==> config.mk <==
export PLATFORM = sky130hd
export DESIGN_NAME = adaptive_threshold
export DESIGN_NICKNAME = d
export VERILOG_FILES = /design/src/rtl/adaptive_threshold.sv
export SDC_FILE = /design/constraint.sdc
export NUM_CORES = 1
export LEC_CHECK = 0
export BUFFER_PORTS_ARGS = -buffer_cell sky130_fd_sc_hd__buf_4
export CAP_MARGIN = 5
export CORE_AREA = 2 2 100 111
export DETAILED_ROUTE_END_ITERATION = 8
export DIE_AREA = 0 0 102 113
export PLACE_DENSITY = 0.59
export SLEW_MARGIN = 0
export SYNTH_ARGS = -nofsm -noshare
export SYNTH_HDL_FRONTEND = slang
export SYNTH_SLANG_ARGS = --single-unit
export TNS_END_PERCENT = 20
==> constraint.sdc <==
create_clock -name clock -period 1.9 [get_ports clock]
set_input_delay 0.19 -clock clock [delete_from_list [all_inputs] [get_ports clock]]
set_output_delay 0.19 -clock clock [all_outputs]
set_load 0.02 [all_outputs]
==> src/rtl/adaptive_threshold.sv <==
// Adaptive threshold stage: streams every pixel address once, compares each
// original pixel with (local mean - OFFSET) and writes a binary 0/255 image.
// One pixel per clock; a two-stage pipeline follows the 1-cycle memory latency.
module adaptive_threshold #(
  parameter int WIDTH_BITS  = 7,
  parameter int HEIGHT_BITS = 7,
  parameter int WIDTH       = 2 ** WIDTH_BITS,
  parameter int HEIGHT      = 2 ** HEIGHT_BITS,
  parameter int OFFSET      = 8,
  parameter int INVERT      = 0
) (
  input  logic                             clock,
  input  logic                             reset,
  input  logic                             start,
  output logic [WIDTH_BITS-1:0]            oReadCol,
  output logic [HEIGHT_BITS-1:0]           oReadRow,
  input  logic [7:0]                       iImageData,
  input  logic [7:0]                       iMeanData,
  output logic [WIDTH_BITS-1:0]            oResultCol,
  output logic [HEIGHT_BITS-1:0]           oResultRow,
  output logic [7:0]                       oResultData,
  output logic                             oResultWren,
  output logic [WIDTH_BITS+HEIGHT_BITS:0]  oForegroundCount,
  output logic                             busy,
  output logic                             finished
);

  localparam int DATA_W = 8;
  localparam int CMP_W  = DATA_W + 2;
  localparam int PW     = WIDTH_BITS + HEIGHT_BITS;
  localparam int CNT_W  = PW + 1;

  localparam logic [CNT_W-1:0]        N_CNT    = CNT_W'(WIDTH * HEIGHT);
  localparam logic [PW-1:0]           LAST_POS = PW'(WIDTH * HEIGHT - 1);
  localparam logic signed [CMP_W-1:0] OFFSET_S = CMP_W'(OFFSET);
  localparam logic                    INV_B    = (INVERT != 0);

  typedef enum logic [1:0] {
    S_IDLE  = 2'd0,
    S_RUN   = 2'd1,
    S_DRAIN = 2'd2,
    S_DONE  = 2'd3
  } state_t;

  // Foreground test in signed arithmetic so a mean below OFFSET gives a
  // negative threshold instead of wrapping to a large unsigned value.
  function automatic logic is_fg(input logic [DATA_W-1:0] img,
                                 input logic [DATA_W-1:0] mean);
    logic signed [CMP_W-1:0] pix_s;
    logic signed [CMP_W-1:0] thr_s;
    pix_s = $signed({2'b00, img});
    thr_s = $signed({2'b00, mean}) - OFFSET_S;
    return pix_s > thr_s;
  endfunction

  // Foreground count never exceeds the pixel count of one pass.
  function automatic logic [CNT_W-1:0] sat_inc(input logic [CNT_W-1:0] cnt);
    return (cnt >= N_CNT) ? N_CNT : cnt + 1'b1;
  endfunction

  state_t              state_q, state_d;
  logic [PW-1:0]       pos_q, pos_d;
  logic                drain_q, drain_d;
  logic                vld_p1_q, vld_p1_d;
  logic [PW-1:0]       addr_p1_q, addr_p1_d;
  logic                wren_p2_q, wren_p2_d;
  logic [DATA_W-1:0]   data_p2_q, data_p2_d;
  logic [PW-1:0]       addr_p2_q, addr_p2_d;
  logic [CNT_W-1:0]    count_q, count_d;
  logic                busy_q, busy_d;
  logic                finished_q, finished_d;

  // Next-state logic for the sequencer, address counter and both pipeline stages.
  always_comb begin
    state_d    = state_q;
    pos_d      = pos_q;
    drain_d    = drain_q;
    count_d    = count_q;
    data_p2_d  = data_p2_q;
    addr_p2_d  = addr_p2_q;

    // Stage 0 -> 1: the address issued now pairs with memory data next cycle.
    vld_p1_d   = (state_q == S_RUN);
    addr_p1_d  = pos_q;

    // Stage 1 -> 2: memory data is valid; register the binary result.
    wren_p2_d  = vld_p1_q;
    if (vld_p1_q) begin
      addr_p2_d = addr_p1_q;
      if (is_fg(iImageData, iMeanData) ^ INV_B) begin
        data_p2_d = 8'hFF;
        count_d   = sat_inc(count_q);
      end else begin
        data_p2_d = 8'h00;
      end
    end

    case (state_q)
      S_IDLE, S_DONE: begin
        pos_d = '0;
        if (start) begin
          state_d = S_RUN;
          count_d = '0;
        end
      end
      S_RUN: begin
        if (pos_q == LAST_POS) begin
          state_d = S_DRAIN;
          pos_d   = '0;
          drain_d = 1'b0;
        end else begin
          pos_d = pos_q + 1'b1;
        end
      end
      S_DRAIN: begin
        pos_d   = '0;
        drain_d = 1'b1;
        if (drain_q) begin
          state_d = S_DONE;
          drain_d = 1'b0;
        end
      end
      default: state_d = S_IDLE;
    endcase

    busy_d     = (state_d == S_RUN) || (state_d == S_DRAIN);
    finished_d = (state_d == S_DONE);
  end

  // Control state and registered outputs; reset aborts a pass immediately.
  always_ff @(posedge clock or posedge reset) begin
    if (reset) begin
      state_q    <= S_IDLE;
      pos_q      <= '0;
      drain_q    <= 1'b0;
      vld_p1_q   <= 1'b0;
      wren_p2_q  <= 1'b0;
      data_p2_q  <= '0;
      addr_p2_q  <= '0;
      count_q    <= '0;
      busy_q     <= 1'b0;
      finished_q <= 1'b0;
    end else begin
      state_q    <= state_d;
      pos_q      <= pos_d;
      drain_q    <= drain_d;
      vld_p1_q   <= vld_p1_d;
      wren_p2_q  <= wren_p2_d;
      data_p2_q  <= data_p2_d;
      addr_p2_q  <= addr_p2_d;
      count_q    <= count_d;
      busy_q     <= busy_d;
      finished_q <= finished_d;
    end
  end

  // Stage-1 address delay; qualified by vld_p1_q so it needs no reset.
  always_ff @(posedge clock) begin
    addr_p1_q <= addr_p1_d;
  end

  assign oReadCol         = pos_q[WIDTH_BITS-1:0];
  assign oReadRow         = pos_q[PW-1:WIDTH_BITS];
  assign oResultCol       = addr_p2_q[WIDTH_BITS-1:0];
  assign oResultRow       = addr_p2_q[PW-1:WIDTH_BITS];
  assign oResultData      = data_p2_q;
  assign oResultWren      = wren_p2_q;
  assign oForegroundCount = count_q;
  assign busy             = busy_q;
  assign finished         = finished_q;

endmodule

==> results.md <==
* Max Root-Sink Buffers at 2
* Highest routed layer: met4
* Post-layout net count at 431
* Crit path max-delay cell type: ha_1
* Via Count at 2565
* Rows at 39
* Worst Max-Slew Pin Slew at 549.1 ps
* Status: completed
* Share of cells above drive strength 1 at 0.4005
* Combinational power share at 0.091
* Drt first-iter violations at 80
* Mapped cell area at 3050 µm²
* CP most frequent cell: buf_4
* GRT Total Usage at 0.1364
* # setup viols final at 0
* DIE AREA at 11530 µm²
* Die W at 102 µm
* Flop pwr share at 0.415
* Initial antenna violation count at 0
* Hpwl dp at 5.529 mm
* F_max at 0.5490 GHz
* Initial Util at 0.2949
* Vias in the first global route at 2569
* CP arrival at 2050 ps
* Die height at 113 µm
* PD cells at 777.9 nW/µm²
* HP Class: primary input to flop
* Port bufs at 72
* Slew Viols, Final at 0
* Cell leakage power at 0.002039 µW
* CTS root buffer: clkbuf_16
* Max rail drop VDD at 0.4300 mV
* Setup Skew at 3.585 ps
* Slew HR at 0.6334
* Via/cell ratio at 4.706
* Startpoint Class: primary input
* Clk_lat worst skew at 320 ps
* Clock sinks at 65
* Area Growth Syn to Fin at 41.35%
* Post-DRT Antenna Nets at 0
* CP Max Fanout at 7
* Asr flop ratio synth at 0.7846
* DRT met1 WL at 3.325 mm
* Grt total ovfl at 0
* Metal3 WL at 368 µm
* Post-synth top area cell: dfrtp_1
* Internal Power at 2553 µW
* Syn Inst Count at 297
* Worst hold slack at 200.6 ps
* Clock transition at the registers of the reported paths at 60 ps
* Synth warn at 0
* Final Non-Filler Cells at 545
* Post-synth cell types at 46
* H-tree depth at 3
* CP cell instances: buf_4 -> inv_2 -> ha_4 -> ha_1 -> nand3_2 -> buf_4 -> nor3_4 -> a211o_1 -> buf_4 -> a21oi_1 -> o22ai_1
* Routed Wire Length at 7.575 mm
* Post-synthesis area per instance at 10.27 µm²
* Crit. End Element: flop
* CORE AREA at 10340 µm²
* Switching Power at 800.6 µW
* First-pass GRT wire length at 12.48 mm
* Gpl congestion at 0.8107
* Largest net degree at the start of global routing at 24
* Drt pass-1 iters at 4
* CTS Buf Count at 9
* Required @ worst endpoint at 2130 ps
* Tcrit/Tclk final at 0.9586
* RSZ-0062 raised after global routing: no
* Fin. Hold Viols at 0
* CP top delay family: compound AO/OA/AOI/OAI gates
* Post-synth EDFFs at 0
* WL/cell at 13.90 µm
* Share of the synthesized area in the top cell type at 0.4184
* FF+latch count, synth at 65
* Sw frac at 0.2387
* I/O pin count at 73
* N_diodes at 0
* Synthesized net count at 331
* Max_cap viols at 0
* Top_reg_cell synth: dfrtp_1
* CP max stage delay at 290 ps
* WL met2 at 3.787 mm
* # DRC at 0
* CTS tree: built
* Synth area leaders: dfrtp_1 42%, dfxtp_1 9.2%, ha_1 6.2%
* Fin crit period at 1821 ps
* Sequential element share of the synthesized area at 0.5103
* Clock power share at 0.494
* Inst Count DP at 527
* Kind of critical path: primary input to flop
* Buf/Inv on CP at 4
## tightest hold or removal path: stages
cell,delay [ps]
buf_4,90
o21ai_0,80
o21a_1,120
## cells in the mapped netlist, drive strengths merged (2+ instances only)
| master | count |
|---|---|
| nand2 | 30 |
| a31oi | 2 |
| and2 | 2 |
| nand3 | 13 |
| and3 | 6 |
| a211oi | 2 |
| nor2 | 23 |
| o21ai | 13 |
| xor2 | 11 |
| or3 | 5 |
| nor3b | 2 |
| and4 | 4 |
| clkbuf | 5 |
| nand4 | 5 |
| buf | 12 |
| nor2b | 2 |
| a221oi | 3 |
| xnor2 | 4 |
| dfxtp | 14 |
| ha | 15 |
| a21o | 2 |
| o22ai | 14 |
| mux2 | 14 |
| a21oi | 12 |
| dfrtp | 51 |
| inv | 16 |
| nor3 | 3 |
## final timing paths
path                                     start                   end  slack, ps  cells after the start
min in group asynchronous                reset          addr_p2_q[1]        480                      3
min reg2reg                       addr_p1_d[3]          addr_p1_q[3]        440                      0
max in group asynchronous                reset  oForegroundCount[10]        780                      4
min                                      start            state_q[1]        200                      3
max reg2reg                oForegroundCount[1]  oForegroundCount[12]        100                      6
max                               iMeanData[3]  oForegroundCount[10]         80                     11
## sequential cells by signal, summed over array words and instances, names as in the netlist
register,count
addr_p1_q,14
finished,1
vld_p1_q,1
oResultWren,1
drain_q,1
addr_p2_q,14
addr_p1_d,14
busy,1
oResultData,1
state_q,2
oForegroundCount,15
## layout make-up
class                      instances  area, µm²
fill                            1041       6033
sequential                        65       1564
multi-input combinational        199       1393
timing repair buffer             106      810.8
clock buffer                       9      225.2
tap                              143      178.9
clock inverter                     7      77.57
inverter                          16      62.56
## metrics by stage
step                power (µW)    util  setup TNS (ps)  cell area, µm²  setup slack (ps)
floorplan                 1622       -          -1.111            3115            -1.111
global placement          1718  0.3849           -2200            3981            -216.5
detailed placement        1722  0.3849           -3015            3981            -241.5
CTS                       3414  0.4151               0            4294             50.33
global route              3490  0.4168               0            4312            0.3249
finish                    3354  0.4168               0            4312             78.65
## repair_timing
item                                   4_1_cts  5_1_grt
hold buffers                                 1        0
endpoints found under the hold margin       21        0
buffers inserted                             0        1
setup endpoints to repair                    0        3
resized for setup                            0        4
## kinds of logic (layout without fill, tap and decap cells)
group,count (synthesis),in the layout,share of synthesized area
AND/OR/NAND/NOR,98,98,0.1649
adder cells (fa/ha/maj),15,15,0.06153
buffers and inverters,33,138,0.05127
XOR/XNOR,15,15,0.04307
multiplexers,15,15,0.05496
flip-flops,65,65,0.5103
AO/OA/AOI/OAI,56,56,0.1140
## power groups by stage
stage	clock (µW)	sequential, µW	combinational, µW
2_1_floorplan	0	1420	201
3_3_place_gp	0	1420	300
3_5_place_dp	0	1420	304
4_1_cts	1720	1390	307
5_1_grt	1770	1390	331
6_report	1660	1390	304
## per-layer routing
metal	GRT usage	vias to the layer above
met1	0.1735	1246
met3	0.03212	10
met5	0	-
met4	0.04978	0
li1	-	1244
met2	0.2250	65
## cells in the final DEF, fill, tap and decap left out, types with 3 or more instances in the layout
| cell | count |
|---|---|
| xor2_1 | 11 |
| nor2_1 | 23 |
| and3_1 | 5 |
| dfxtp_1 | 14 |
| nand2_1 | 30 |
| inv_1 | 13 |
| dfrtp_1 | 45 |
| dfrtp_2 | 6 |
| nand3_1 | 10 |
| o22ai_1 | 14 |
| buf_4 | 104 |
| xnor2_1 | 4 |
| a21oi_1 | 11 |
| and4_1 | 3 |
| ha_1 | 13 |
| o21ai_0 | 12 |
| clkbuf_16 | 9 |
| mux2_2 | 14 |
| nand4_1 | 4 |
No activity file was read; power rests on OpenSTA's default activity.
